## src/rtl/uart_pkg.sv

```systemverilog
// Shared encodings and sizing helpers for the UART transmit scheduler.
// Used by uart_tx_sched and uart_tx_rr_arbiter (UART_TX_ROUND_ROBIN_EN selects arbitration).
package uart_pkg;

  typedef enum logic [1:0] {
    StIdle    = 2'b00,
    StWaiting = 2'b01,
    StSending = 2'b10
  } uart_state_e;

  // Start and stop bits wrapped around every data word.
  localparam int unsigned FrameOverhead = 2;

  function automatic int unsigned frame_bits(input int unsigned word_size);
    return word_size + FrameOverhead;
  endfunction

  function automatic int unsigned sc_width(input int unsigned oversample);
    return (oversample < 2) ? 1 : $clog2(oversample);
  endfunction

  function automatic int unsigned bc_width(input int unsigned word_size);
    return $clog2(frame_bits(word_size));
  endfunction

endpackage

```

## src/rtl/uart_tx_rr_arbiter.sv

```systemverilog
// Two-requester grant logic for the UART transmit scheduler.
// UART_TX_ROUND_ROBIN_EN defined: ties alternate via a pointer; undefined: Req0 wins ties.
module uart_tx_rr_arbiter
  import uart_pkg::*;
(
  input  logic clk,
  input  logic rst,
  input  logic req0,
  input  logic req1,
  input  logic update,
  output logic winner
);

`ifdef UART_TX_ROUND_ROBIN_EN
  // Pointer records the last requester granted; it resets to requester 1 so Req0 wins first.
  logic ptr_q;

  always_ff @(posedge clk or posedge rst) begin
    if (rst) begin
      ptr_q <= 1'b1;
    end else if (update) begin
      ptr_q <= winner;
    end
  end

  always_comb begin
    winner = req1;
    if (req0 && req1) begin
      winner = ~ptr_q;
    end
  end
`else
  logic unused_ok;

  assign unused_ok = ^{clk, rst, update};

  always_comb begin
    winner = req1 & ~req0;
  end
`endif

endmodule

```

## src/rtl/uart_tx_sched.sv

```systemverilog
// UART transmitter control unit: arbitrates two requesters and sequences the datapath.
// Define UART_TX_ROUND_ROBIN_EN for round-robin tie breaking; default is fixed priority.
module uart_tx_sched
  import uart_pkg::*;
#(
  parameter int unsigned word_size      = 8,
  parameter int unsigned OVERSAMPLE     = 8,
  parameter int unsigned Num_state_bits = 2
) (
  input  logic Sample_clk,
  input  logic rst,
  input  logic Req0,
  input  logic Req1,
  output logic Ack0,
  output logic Ack1,
  output logic Sel,
  output logic load_XMT_datareg,
  output logic load_XMT_shftreg,
  output logic shift,
  output logic clear,
  output logic Busy,
  output logic Done
);

  localparam int unsigned ScW = sc_width(OVERSAMPLE);
  localparam int unsigned BcW = bc_width(word_size);
  localparam logic [ScW-1:0] ScLast = ScW'(OVERSAMPLE - 1);
  // Last bit time of the frame is the stop bit; it ends with clear, not shift.
  localparam logic [BcW-1:0] BcLast = BcW'(frame_bits(word_size) - 1);

  logic [Num_state_bits-1:0] state_q, state_d;
  logic [ScW-1:0]            sc_q, sc_d;
  logic [BcW-1:0]            bc_q, bc_d;
  logic                      sel_q, sel_d;
  logic                      winner;
  logic                      grant;

  uart_tx_rr_arbiter u_arbiter (
    .clk    (Sample_clk),
    .rst    (rst),
    .req0   (Req0),
    .req1   (Req1),
    .update (grant),
    .winner (winner)
  );

  always_ff @(posedge Sample_clk or posedge rst) begin
    if (rst) begin
      state_q <= StIdle;
      sc_q    <= '0;
      bc_q    <= '0;
      sel_q   <= 1'b0;
    end else begin
      state_q <= state_d;
      sc_q    <= sc_d;
      bc_q    <= bc_d;
      sel_q   <= sel_d;
    end
  end

  // During the grant cycle the datapath mux must follow Ack1, since Sel updates one cycle later.
  always_comb begin
    state_d          = state_q;
    sc_d             = sc_q;
    bc_d             = bc_q;
    sel_d            = sel_q;
    grant            = 1'b0;
    Ack0             = 1'b0;
    Ack1             = 1'b0;
    load_XMT_datareg = 1'b0;
    load_XMT_shftreg = 1'b0;
    shift            = 1'b0;
    clear            = 1'b0;
    Done             = 1'b0;
    Busy             = 1'b0;

    if (!rst) begin
      case (state_q)
        StIdle: begin
          if (Req0 || Req1) begin
            grant            = 1'b1;
            Ack0             = ~winner;
            Ack1             = winner;
            load_XMT_datareg = 1'b1;
            sel_d            = winner;
            state_d          = StWaiting;
          end
        end
        StWaiting: begin
          Busy             = 1'b1;
          load_XMT_shftreg = 1'b1;
          sc_d             = '0;
          bc_d             = '0;
          state_d          = StSending;
        end
        StSending: begin
          Busy = 1'b1;
          if (sc_q == ScLast) begin
            sc_d = '0;
            if (bc_q < BcLast) begin
              shift = 1'b1;
              bc_d  = bc_q + BcW'(1);
            end else begin
              clear   = 1'b1;
              Done    = 1'b1;
              bc_d    = '0;
              state_d = StIdle;
            end
          end else begin
            sc_d = sc_q + ScW'(1);
          end
        end
        default: begin
          state_d = StIdle;
        end
      endcase
    end
  end

  assign Sel = sel_q;

endmodule

```

## config.mk

```make
export PLATFORM = sky130hd
export DESIGN_NAME = uart_tx_sched
export DESIGN_NICKNAME = d
export VERILOG_FILES = /design/src/rtl/uart_pkg.sv /design/src/rtl/uart_tx_rr_arbiter.sv /design/src/rtl/uart_tx_sched.sv
export SDC_FILE = /design/constraint.sdc
export NUM_CORES = 1
export LEC_CHECK = 0
export BUFFER_PORTS_ARGS = -buffer_cell sky130_fd_sc_hd__buf_2
export CAP_MARGIN = 20
export CORE_MARGIN = 1
export CORE_UTILIZATION = 46
export CTS_CLUSTER_SIZE = 8
export DETAILED_ROUTE_END_ITERATION = 7
export GPL_ROUTABILITY_DRIVEN = 0
export HOLD_SLACK_MARGIN = 0.1
export PLACE_DENSITY_LB_ADDON = 0.1
export SLEW_MARGIN = 0
export SYNTH_ARGS = -nofsm -noshare
export SYNTH_HDL_FRONTEND = slang
export SYNTH_SLANG_ARGS = --single-unit
```

## constraint.sdc

```tcl
create_clock -name Sample_clk -period 1.65 [get_ports Sample_clk]
set_clock_uncertainty 0.15 [all_clocks]
set_input_delay 0.2475 -clock Sample_clk [delete_from_list [all_inputs] [get_ports Sample_clk]]
set_output_delay 0.2475 -clock Sample_clk [all_outputs]
set_load 0.1 [all_outputs]
```

==> results.json, run 1 <==
{
  "synth_seq_cells": 10,
  "postGrtWorstEndpoint": "shift",
  "clock_tree.buffer_depth": 2,
  "clk_root_buffer_cell": "sky130_fd_sc_hd__clkbuf_4",
  "worstEpCategory": "primary output",
  "yosys.cell_types.count": 20,
  "place_inst": 105,
  "number_of_input_and_output_port_buffers_inserted": 12,
  "place_ws_ns": -0.03316,
  "synthesized_area_per_cell_um2": 9.313,
  "start_util_pct": 49.48,
  "mappedNetlistNets": 83,
  "cell_row_count": 13,
  "clock_tree.htree_level_count": 1,
  "hpwlAfterDp_um": 1257,
  "synth_top_flop_cell": "sky130_fd_sc_hd__dfrtp_1",
  "log_error": "[ERROR DPL-0033] detailed placement checks failed during check placement.",
  "synth_enable_flop_cells": 0,
  "grt_start_max_net_pins": 11,
  "die_h_um": 39.65,
  "x_dimension_of_the_die_um": 39.65,
  "sequential_area_share_after_synthesis_pct": 38.39,
  "synth_warnings": 0,
  "synth_cells": 70,
  "mappedNetlistArea_um2": 651.9,
  "inserted_clock_buffers": 3,
  "initial_antenna_violation_count": 0,
  "clock_sink_count": 10,
  "stop_stage": "global routing",
  "asyncSetResetFlopFracSynth_pct": 100.0,
  "io-pin-count": 13,
  "outcome": "aborted with a tool error"
}
through the flow:
step,utilization (%),cell area (µm²)
after CTS,92.12,1214
after floorplan,-,803.3
after detailed placement,79.68,1050
after global placement,79.68,1050
timing repair:
item | in CTS
resized for setup | 7
setup buffers | 11
pin swaps | 3
hold buffers | 2
endpoints found under the hold margin | 11
endpoints found under the setup margin | 11
synth_stat cells (all sizes together) (2+ instances only):
master  instances  area, µm²
mux2            2      30.03
dfrtp          10      250.2
inv             7      26.28
a21oi           2      10.01
nor2            5      21.27
nand2b          4      25.02
o21ai           5      25.02
ha              9      112.6
nor2b           6      45.04
nand2          10      37.54
nand3           4      20.02
cells by family after synthesis:
group	Yosys count	share of synthesized area (%)
adder cells (fa/ha/maj)	9	17.27
flip-flops	10	38.39
AO/OA/AOI/OAI	10	9.597
buffers and inverters	8	5.184
multiplexers	2	4.607
AND/OR/NAND/NOR	31	24.95
==> inputs of run 2 (changes only) <==
- CORE_AREA: unset -> 2 2 63 65
- CORE_MARGIN: 1 -> unset
- CORE_UTILIZATION: 46 -> unset
- CTS_CLUSTER_SIZE: 8 -> unset
- DIE_AREA: unset -> 0 0 65 67
- HOLD_SLACK_MARGIN: 0.1 -> unset
- PLACE_DENSITY_LB_ADDON: 0.1 -> 0.15
- clock period: 1.65 -> 2.1 ns (I/O delays scaled with it)
==> run 2 against run 1 <==
  * The run now ends clean
  * Synthesized cell count is the same
  * Area after synthesis unchanged
==> results.json, run 2 <==
{
  "number_of_input_and_output_port_buffers_inserted": 12,
  "design.die.area_um2": 4355,
  "largest-register": "bc_q",
  "critical_path_peak_fanout": 5,
  "buffering_stage_count_on_the_worst_path_with_inverters_included": 3,
  "drc_errors": 0,
  "starting_drt_drc_count": 3,
  "clock_slew_at_the_register_clock_pins_of_the_worst_setup_and_hold_paths_ns": 0.05,
  "cts_hold_buffers": 0,
  "mostFrequentLayoutCells": "sky130_fd_sc_hd__dfrtp_1 (10), sky130_fd_sc_hd__nand2_1 (10), sky130_fd_sc_hd__ha_1 (7), sky130_fd_sc_hd__buf_12 (7)",
  "io-pin-count": 13,
  "via_count_of_the_first_global_routing_pass": 561,
  "cts_tree": "built",
  "outcome": "complete, no violations",
  "globalRouteMet2Util_pct": 12.37,
  "setup_viol": 0,
  "setup.worst_path.start": "state_q[1]",
  "cap_violations": 0,
  "x_dimension_of_the_die_um": 65,
  "mappedNetlistNets": 83,
  "r2r_setup_slk_ns": 0.30,
  "largest_register_ff_count": 4,
  "layout_worst_path_cycle_share_pct": 95.87,
  "timing.rr.end": "state_q[1]",
  "place_ws_ns": 0.2190,
  "startpoint_type": "register",
  "clk_root_buffer_cell": "sky130_fd_sc_hd__clkbuf_8",
  "synth_seq_cells": 10,
  "worstSkewPairLatency_ns": 0.24,
  "synth.top_cell.area_share_pct": 38.39,
  "slew_violations": 0,
  "critical_path_required_ns": 1.63,
  "cell_row_count": 22,
  "clock_sink_count": 10,
  "die_h_um": 67,
  "post_route_cells_drive_above_1_share_pct": 43.18,
  "start_util_pct": 18.08,
  "detail_route.wl_per_cell_um": 10.49,
  "clock_tree.buffer_depth": 2,
  "gr-max-usage-layer": "met2",
  "ff2ff_path_depth": 6,
  "grt_start_max_net_pins": 11,
  "hold_violations": 0,
  "synth_warnings": 0,
  "asyncSetResetFlopFracSynth_pct": 100.0,
  "drt_wl_total_um": 1426,
  "peakVddDrop_mv": 0.5477,
  "critical-path-max-stage-delay_ns": 0.40,
  "setup.worst_path.class": "reg2out",
  "clock_tree.htree_level_count": 1,
  "synth_cells": 70,
  "global_route.usage.met3_pct": 1.014,
  "global_route.overflow_total": 0,
  "maxSlewHeadroom_pct": 67.92,
  "synth.top_cells.by_count": "sky130_fd_sc_hd__dfrtp_1 (10), sky130_fd_sc_hd__nand2_1 (10), sky130_fd_sc_hd__ha_1 (9)",
  "rsz0062_at_grt": "false",
  "drtPass1Iterations": 2,
  "regToRegStartpoint": "sc_q[0]",
  "fin_ws_ns": 0.08670,
  "crit_path_cell_trace": "inv_1 -> ha_2 -> nand2b_1 -> clkinvlp_4 -> buf_12",
  "cp_slowest_cell": "sky130_fd_sc_hd__dfrtp_1",
  "min_path_type": "in2async",
  "antenna_cells_inserted": 0,
  "nNetsFinal": 102,
  "timing.critical_path.arrival_ns": 1.55,
  "globalRouteTotalUtil_pct": 7.934,
  "yosys.cell_types.count": 20,
  "synthesized_area_per_cell_um2": 9.313,
  "power.leakage_nw": 0.4636,
  "post-route-min-period_ns": 2.013,
  "grtUsageMet1_pct": 9.470,
  "mappedNetlistArea_um2": 651.9,
  "grt_pass1_wl_um": 2566,
  "timing_worst_slew_pin_value_ns": 0.4846,
  "synth_top_flop_cell": "sky130_fd_sc_hd__dfrtp_1",
  "hpwlAfterDp_um": 1122,
  "largestRegisters": "bc_q x4, sc_q x3, state_q x2",
  "post-synth-top-area-cell": "sky130_fd_sc_hd__dfrtp_1",
  "initial_antenna_violation_count": 0,
  "inserted_clock_buffers": 3,
  "route.vias.total": 524,
  "sequential_area_share_after_synthesis_pct": 38.39,
  "cellPowerDensity_nw_per_um2": 1343,
  "drtAntennaViolNets": 0,
  "viasPerCell": 3.853,
  "endpoint_kind": "output pin",
  "maxClockFrequency_mhz": 496.7,
  "crit_family": "buffers and inverters",
  "fill_cells": 374,
  "synth_enable_flop_cells": 0,
  "finish.utilization_pct": 28.07,
  "synthTopCellsByArea": "sky130_fd_sc_hd__dfrtp_1 (38%), sky130_fd_sc_hd__ha_1 (17%), sky130_fd_sc_hd__nand2_1 (5.8%), sky130_fd_sc_hd__nor2b_1 (4.8%), sky130_fd_sc_hd__mux2_4 (4.6%)",
  "core_region_area_um2": 3606,
  "areaGrowthSynthToFinish_pct": 55.28
}
==> run 2: cell counts after synthesis <==
Identical to the previous run, type by type.
==> run 2: cells by family after synthesis <==
logic type      count (synthesis)  synth area share [%]
mux                             2                 4.607
fa+ha+maj                       9                 17.27
compound gates                 10                 9.597
flops                          10                 38.39
buf+inv                         8                 5.184
simple gates                   31                 24.95
==> run 2: where the power goes <==
group          switching, mW  total, mW  internal [mW]
registers             0.0434      0.296          0.252
logic                  0.511      0.820          0.309
clock network         0.0786      0.244          0.165
==> run 2: metrics by stage <==
step	cells	TNS [ns]	hold WS (ns)	area [µm²]	power [mW]
after floorplan	70	-0.3228	0.01355	684.4	0.8663
after global placement	131	0	0.2626	917.1	1.077
after detailed placement	131	0	0.2660	917.1	1.085
after CTS	136	0	0.01306	984.7	1.356
after global routing	136	0	0.04489	1012	1.466
final	136	0	0.02991	1012	1.360
==> run 2: worst min-delay path, cell delays in order <==
cell and delay [ns]:
sky130_fd_sc_hd__buf_2 0.15, sky130_fd_sc_hd__inv_1 0.10, sky130_fd_sc_hd__buf_4 0.20
==> run 2: repair_timing <==
action                                  in CTS  in global routing
endpoints found under the setup margin       4                  7
gates cloned                                 0                  0
endpoints found under the hold margin        0                  0
setup buffers                                1                  0
gates resized for setup                      2                  8
==> run 2: metal layers <==
metal,vias to the layer above,share of wire (%)
met5,-,0
met4,0,4.0
met3,5,2.3
met2,8,49
met1,244,44
li1,267,-
==> run 2: how the worst max path moves through the flow <==
stage          slack (ns)  endpoint  depth (start not counted)
6_report             0.09      Busy                          5
5_1_grt              0.01      Ack1                          6
4_1_cts             0.002     shift                          5
3_5_place_dp         0.22     shift                          6
3_3_place_gp         0.23     shift                          6
2_1_floorplan       -0.20     clear                          6
==> run 2: cell type report <==
cell class                 count  area [µm²]  area share, %
clock buffer                   4       55.05          5.439
inverter                       7       30.03          2.967
multi-input combinational     52       429.2          42.40
sequential                    10       250.2          24.72
tap                           48       60.06          5.933
timing repair buffer          15       187.7          18.54
Power figures use the tool's default switching activity.
==> inputs of run 3 (changes only) <==
- PLACE_DENSITY_LB_ADDON: 0.15 -> unset
==> run 3 against run 2 <==
  * Routed wire length is 4.3% lower
  * Sequential share of layout area is 0.53 points higher
  * Non-clock buffer count is 1 lower
  * Via count is 0.38% lower
  * Utilization is 0.59 points lower
  * Count of clock-buffer cells in the layout is 1 lower
  * Power is 3.3% lower
  * Setup slack better by 0.0043 ns
  * Combinational power hardly changed
  * Final area is 2.1% lower
  * Fmax is 0.21% higher
==> results.json, run 3 (synthesized netlist as in run 2, its figures left out) <==
{
  "outcome": "complete, no violations",
  "power_frac_clock_pct": 14.5,
  "post-route-min-period_ns": 2.009,
  "setup_viol": 0,
  "core_region_area_um2": 3606,
  "critical_path_required_ns": 1.63,
  "hold_violations": 0,
  "endpoint_kind": "output pin",
  "clk_root_buffer_cell": "sky130_fd_sc_hd__clkbuf_8",
  "largest-register": "bc_q",
  "detail_route.wl_per_cell_um": 10.18,
  "setup.worst_path.class": "reg2out",
  "drt_wl_total_um": 1364,
  "nNetsFinal": 101,
  "finish.utilization_pct": 27.48,
  "areaGrowthSynthToFinish_pct": 52.02,
  "drc_errors": 0,
  "worstSkewPairLatency_ns": 0.23,
  "maxClockFrequency_mhz": 497.7,
  "power.switching_fraction_pct": 47.99,
  "tns_ns": 0,
  "min_path_type": "in2async",
  "cellPowerDensity_nw_per_um2": 1326,
  "startpoint_type": "register",
  "grt_start_max_net_pins": 11,
  "internal_power_uw": 683.7,
  "r2r_setup_slk_ns": 0.30,
  "via_count_of_the_first_global_routing_pass": 519,
  "largestRegisters": "bc_q x4, sc_q x3, state_q x2",
  "starting_drt_drc_count": 4,
  "route.vias.total": 522,
  "crit_path_cell_trace": "inv_1 -> ha_1 -> nor2b_2 -> nand2b_4 -> nor2_4 -> buf_12",
  "power.leakage_nw": 0.4529,
  "drtPass1Iterations": 4,
  "die_h_um": 67,
  "clock_sink_count": 10,
  "global_route.overflow_total": 0,
  "drtAntennaViolNets": 0,
  "timing.critical_path.arrival_ns": 1.54,
  "timing_worst_slew_pin_value_ns": 0.4855,
  "grt_pass1_wl_um": 2277,
  "maxSlewHeadroom_pct": 67.85,
  "ff2ff_path_depth": 6,
  "crit_family": "simple AND/OR/NAND/NOR gates",
  "fin_worst_hold_slack_ns": 0.03314,
  "clock_tree.buffer_depth": 2,
  "design.die.area_um2": 4355,
  "cp.depth": 6,
  "peakVddDrop_mv": 0.2558,
  "cell_row_count": 22,
  "viasPerCell": 3.896,
  "globalRouteTotalUtil_pct": 7.156,
  "clock_slew_at_the_register_clock_pins_of_the_worst_setup_and_hold_paths_ns": 0.04,
  "hpwlAfterDp_um": 1078,
  "pwr-share-comb_pct": 62.2,
  "cap_violations": 0,
  "initial_antenna_violation_count": 0,
  "slew_violations": 0,
  "critical_path_peak_fanout": 4,
  "regToRegStartpoint": "sc_q[0]",
  "inserted_clock_buffers": 3,
  "cts_tree": "built",
  "number_of_input_and_output_port_buffers_inserted": 12,
  "cp_slowest_cell": "sky130_fd_sc_hd__dfrtp_1",
  "io-pin-count": 13,
  "antenna_cells_inserted": 0,
  "buffering_stage_count_on_the_worst_path_with_inverters_included": 2,
  "post_route_cells_drive_above_1_share_pct": 40.70,
  "setup.worst_path.start": "bc_q[0]",
  "mostFrequentLayoutCells": "sky130_fd_sc_hd__dfrtp_1 (10), sky130_fd_sc_hd__nand2_1 (10), sky130_fd_sc_hd__ha_1 (8), sky130_fd_sc_hd__buf_12 (7), sky130_fd_sc_hd__inv_1 (6)",
  "rsz0062_at_grt": "true",
  "critical-path-max-stage-delay_ns": 0.39,
  "layout_worst_path_cycle_share_pct": 95.67,
  "start_util_pct": 18.08,
  "largest_register_ff_count": 4,
  "clock_tree.htree_level_count": 1,
  "p_switching_uw": 630.8,
  "timing.rr.end": "state_q[0]",
  "seqPwrFrac_pct": 23.3,
  "x_dimension_of_the_die_um": 65,
  "critical_path.endpoint": "clear"
}
run 3: through the flow:
step	power (mW)	instances	area, µm²	setup slack [ns]
2_1_floorplan	0.8663	70	684.4	-0.1984
4_1_cts	1.298	133	968.4	0.02398
6_report	1.314	134	991.0	0.09095
3_5_place_dp	1.065	130	909.6	0.2276
5_1_grt	1.407	134	991.0	-0.01007
3_3_place_gp	1.043	130	909.6	0.2579
run 3: layout make-up:
class                      instances  area [µm²]
multi-input combinational         52       429.2
sequential                        10       250.2
inverter                           7       30.03
tap                               48       60.06
fill                             375        2615
clock buffer                       3       41.29
timing repair buffer              14       180.2
run 3: per-layer routing:
metal  routed length (µm)  share of wire (%)  global-route usage [%]
met1                  518                 38                   7.150
met2                  801                 59                   12.89
met3                   23                1.7                   2.027
met4                   20                1.5                   4.787
met5                    0                  0                       0
run 3: worst min path at each step:
stage / cells past startpoint / slack [ns] / end / from
6_report: 3 / 0.03 / sc_q[2] / rst
3_3_place_gp: 3 / 0.25 / bc_q[0] / rst
5_1_grt: 3 / 0.05 / bc_q[0] / rst
3_5_place_dp: 3 / 0.24 / bc_q[0] / rst
4_1_cts: 3 / 0.006 / sc_q[2] / rst
2_1_floorplan: 1 / 0.01 / Sel / rst
run 3: power by group through the flow:
| stage | registers, mW | logic [mW] | clock network, mW |
|---|---|---|---|
| final | 0.306 | 0.818 | 0.191 |
| after global routing | 0.312 | 0.885 | 0.210 |
| after CTS | 0.306 | 0.796 | 0.195 |
| after detailed placement | 0.308 | 0.758 | 0 |
| after global placement | 0.300 | 0.743 | 0 |
| after floorplan | 0.365 | 0.501 | 0 |
run 3: worst reg2reg max path: stages (launching register included):
cell                       delay (ns)
sky130_fd_sc_hd__dfrtp_1         0.39
sky130_fd_sc_hd__ha_1            0.21
sky130_fd_sc_hd__ha_1            0.23
sky130_fd_sc_hd__nor2b_4         0.20
sky130_fd_sc_hd__a211oi_2        0.06
sky130_fd_sc_hd__nand2_1         0.14
sky130_fd_sc_hd__mux2_4          0.31
run 3: what timing repair did:
action / CTS / global route
hold buffers: 0 / 0
setup buffers: 0 / 1
gates resized for setup: 3 / 4
setup endpoints to repair: 5 / 6
gates cloned: 0 / 0
==> inputs of run 4 (changes only) <==
--- a/constraint.sdc
+++ b/constraint.sdc
@@ -4,2 +4,2 @@
 set_output_delay 0.315 -clock Sample_clk [all_outputs]
-set_load 0.1 [all_outputs]
+set_load 0.02 [all_outputs]
==> run 4 against run 3 <==
  * Final area shrank 17%
  * Via count grew 1.7%
  * Setup slack gained 0.023 ns
  * Non-clock buffer count is the same
  * Register-to-register slack is essentially flat
  * Largest power group unchanged
  * Worst hold slack gained 0.17 ns
  * Sequential share of layout area grew 5.2 points
  * Highest routed layer unchanged
  * Sequential power shrank 1%
  * First-iteration DRC count grew 50%
  * Fmax grew 1.2%
==> results.json, run 4 (synthesized netlist as in run 2, its figures left out) <==
{
  "critical_path_peak_fanout": 5,
  "endpoint_kind": "output pin",
  "fill_cells": 390,
  "cell_row_count": 22,
  "crit_family": "buffers and inverters",
  "drtAntennaViolNets": 0,
  "buffering_stage_count_on_the_worst_path_with_inverters_included": 4,
  "maxSlewHeadroom_pct": 84.02,
  "clock_tree.htree_level_count": 1,
  "post_route_cells_drive_above_1_share_pct": 27.91,
  "power_frac_clock_pct": 20.8,
  "clk_root_buffer_cell": "sky130_fd_sc_hd__clkbuf_8",
  "internal_power_uw": 573.7,
  "tns_ns": 0,
  "route.vias.total": 531,
  "drc_errors": 0,
  "outcome": "complete, no violations",
  "antenna_cells_inserted": 0,
  "critical-path-max-stage-delay_ns": 0.53,
  "setup_viol": 0,
  "mostFrequentLayoutCells": "sky130_fd_sc_hd__buf_2 (12), sky130_fd_sc_hd__nand2_1 (10), sky130_fd_sc_hd__dfrtp_1 (9), sky130_fd_sc_hd__ha_1 (9), sky130_fd_sc_hd__inv_1 (6)",
  "startpoint_type": "input port",
  "cap_violations": 0,
  "cts_post_setup_buffers_inserted": 0,
  "critical_path_required_ns": 1.63,
  "p_switching_uw": 372.1,
  "clock_slew_at_the_register_clock_pins_of_the_worst_setup_and_hold_paths_ns": 0.04,
  "cellPowerDensity_nw_per_um2": 1144,
  "maxClockFrequency_mhz": 503.5,
  "viasPerCell": 3.963,
  "number_of_input_and_output_port_buffers_inserted": 12,
  "hpwlAfterDp_um": 1082,
  "initial_antenna_violation_count": 0,
  "largestRegisters": "bc_q x4, sc_q x3, state_q x2",
  "cell_occurring_most_often_along_the_worst_timing_path": "sky130_fd_sc_hd__buf_2",
  "clock_sink_count": 10,
  "pwr-share-comb_pct": 47.3,
  "grt_pass1_wl_um": 2166,
  "cp_slowest_cell": "sky130_fd_sc_hd__dlygate4sd3_1",
  "areaGrowthSynthToFinish_pct": 26.87,
  "slew_violations": 0,
  "largest_register_ff_count": 4,
  "power.switching_fraction_pct": 39.34,
  "seqPwrFrac_pct": 31.9,
  "timing_worst_slew_pin_value_ns": 0.2381,
  "setup.worst_path.class": "in2out",
  "core_region_area_um2": 3606,
  "design.die.area_um2": 4355,
  "x_dimension_of_the_die_um": 65,
  "hold_violations": 0,
  "finish.utilization_pct": 22.94,
  "fin_worst_hold_slack_ns": 0.2051,
  "post-route-min-period_ns": 1.986,
  "io-pin-count": 13,
  "die_h_um": 67,
  "drt_wl_total_um": 1299,
  "min_path_type": "in2reg",
  "layout_worst_path_cycle_share_pct": 94.57,
  "peakVddDrop_mv": 0.5087,
  "timing.critical_path.arrival_ns": 1.52,
  "largest-register": "bc_q",
  "drtPass1Iterations": 3,
  "worstSkewPairLatency_ns": 0.24,
  "layout.cells.most_common": "sky130_fd_sc_hd__buf_2",
  "fin_total_pwr_uw": 945.8,
  "start_util_pct": 18.08,
  "cts_tree": "built",
  "detail_route.wl_per_cell_um": 9.694,
  "via_count_of_the_first_global_routing_pass": 522,
  "dpl_cell_area_um2": 772.0,
  "clock_tree.buffer_depth": 2,
  "nNetsFinal": 101,
  "crit_path_cell_trace": "dlygate4sd3_1 -> buf_2 -> nand2b_1 -> inv_2 -> buf_2",
  "global_route.overflow_total": 0,
  "inserted_clock_buffers": 3,
  "grt_start_max_net_pins": 11,
  "globalRouteTotalUtil_pct": 6.698,
  "starting_drt_drc_count": 6,
  "power.leakage_nw": 0.4124,
  "final_design_area_no_fill_um2": 827.0
}
[run 4: power by group through the flow]
stage	registers, mW	clock network [mW]	logic, mW
2_1_floorplan	0.306	0	0.328
3_3_place_gp	0.301	0	0.430
3_5_place_dp	0.305	0	0.447
4_1_cts	0.302	0.202	0.451
5_1_grt	0.313	0.207	0.504
6_report	0.302	0.197	0.447
[run 4: per-layer routing]
layer	wire length [µm]	GRT usage, %	share of wire, %
met2	692	11.73	53
met5	0	0	0
met3	24	1.014	1.8
met4	50	6.383	3.8
met1	532	6.762	41
[run 4: worst register-to-register path, stage by stage, from the launching register on]
cell and delay [ns]:
sky130_fd_sc_hd__dfrtp_1 0.38, sky130_fd_sc_hd__inv_1 0.09, sky130_fd_sc_hd__ha_1 0.27, sky130_fd_sc_hd__nor2b_4 0.17, sky130_fd_sc_hd__a211oi_2 0.18, sky130_fd_sc_hd__nand2_1 0.13
sky130_fd_sc_hd__mux2_4 0.32
[run 4: area by class of cell]
class	count	area, µm²	share of cell area [%]
multi-input combinational	52	370.4	44.78
sequential	10	251.5	30.41
clock buffer	3	41.29	4.992
inverter	7	26.28	3.177
timing repair buffer	14	77.57	9.380
tap	48	60.06	7.262
[run 4: per-stage QoR]
stage	std cells	worst slack (ns)
2_1_floorplan	70	0.2020
3_3_place_gp	130	0.3224
3_5_place_dp	130	0.2777
4_1_cts	134	0.04362
5_1_grt	134	-0.007181
6_report	134	0.1141
[run 4: worst paths after layout]
check	depth (start not counted)	to	slack, ns	from
min in group asynchronous	4	sc_q[2]	0.53	rst
worst max-delay path	5	Busy	0.11	rst
worst max register to register	6	state_q[0]	0.29	state_q[0]
worst min register to register	2	sc_q[1]	0.32	sc_q[1]
worst min-delay path	3	Sel	0.21	Req1
max in group asynchronous	4	bc_q[0]	1.12	rst
[run 4: repair_timing]
item / 4_1_cts / 5_1_grt
endpoints found under the setup margin: 0 / 5
hold buffers: 1 / 0
endpoints found under the hold margin: 10 / 0
gates resized for setup: 0 / 3
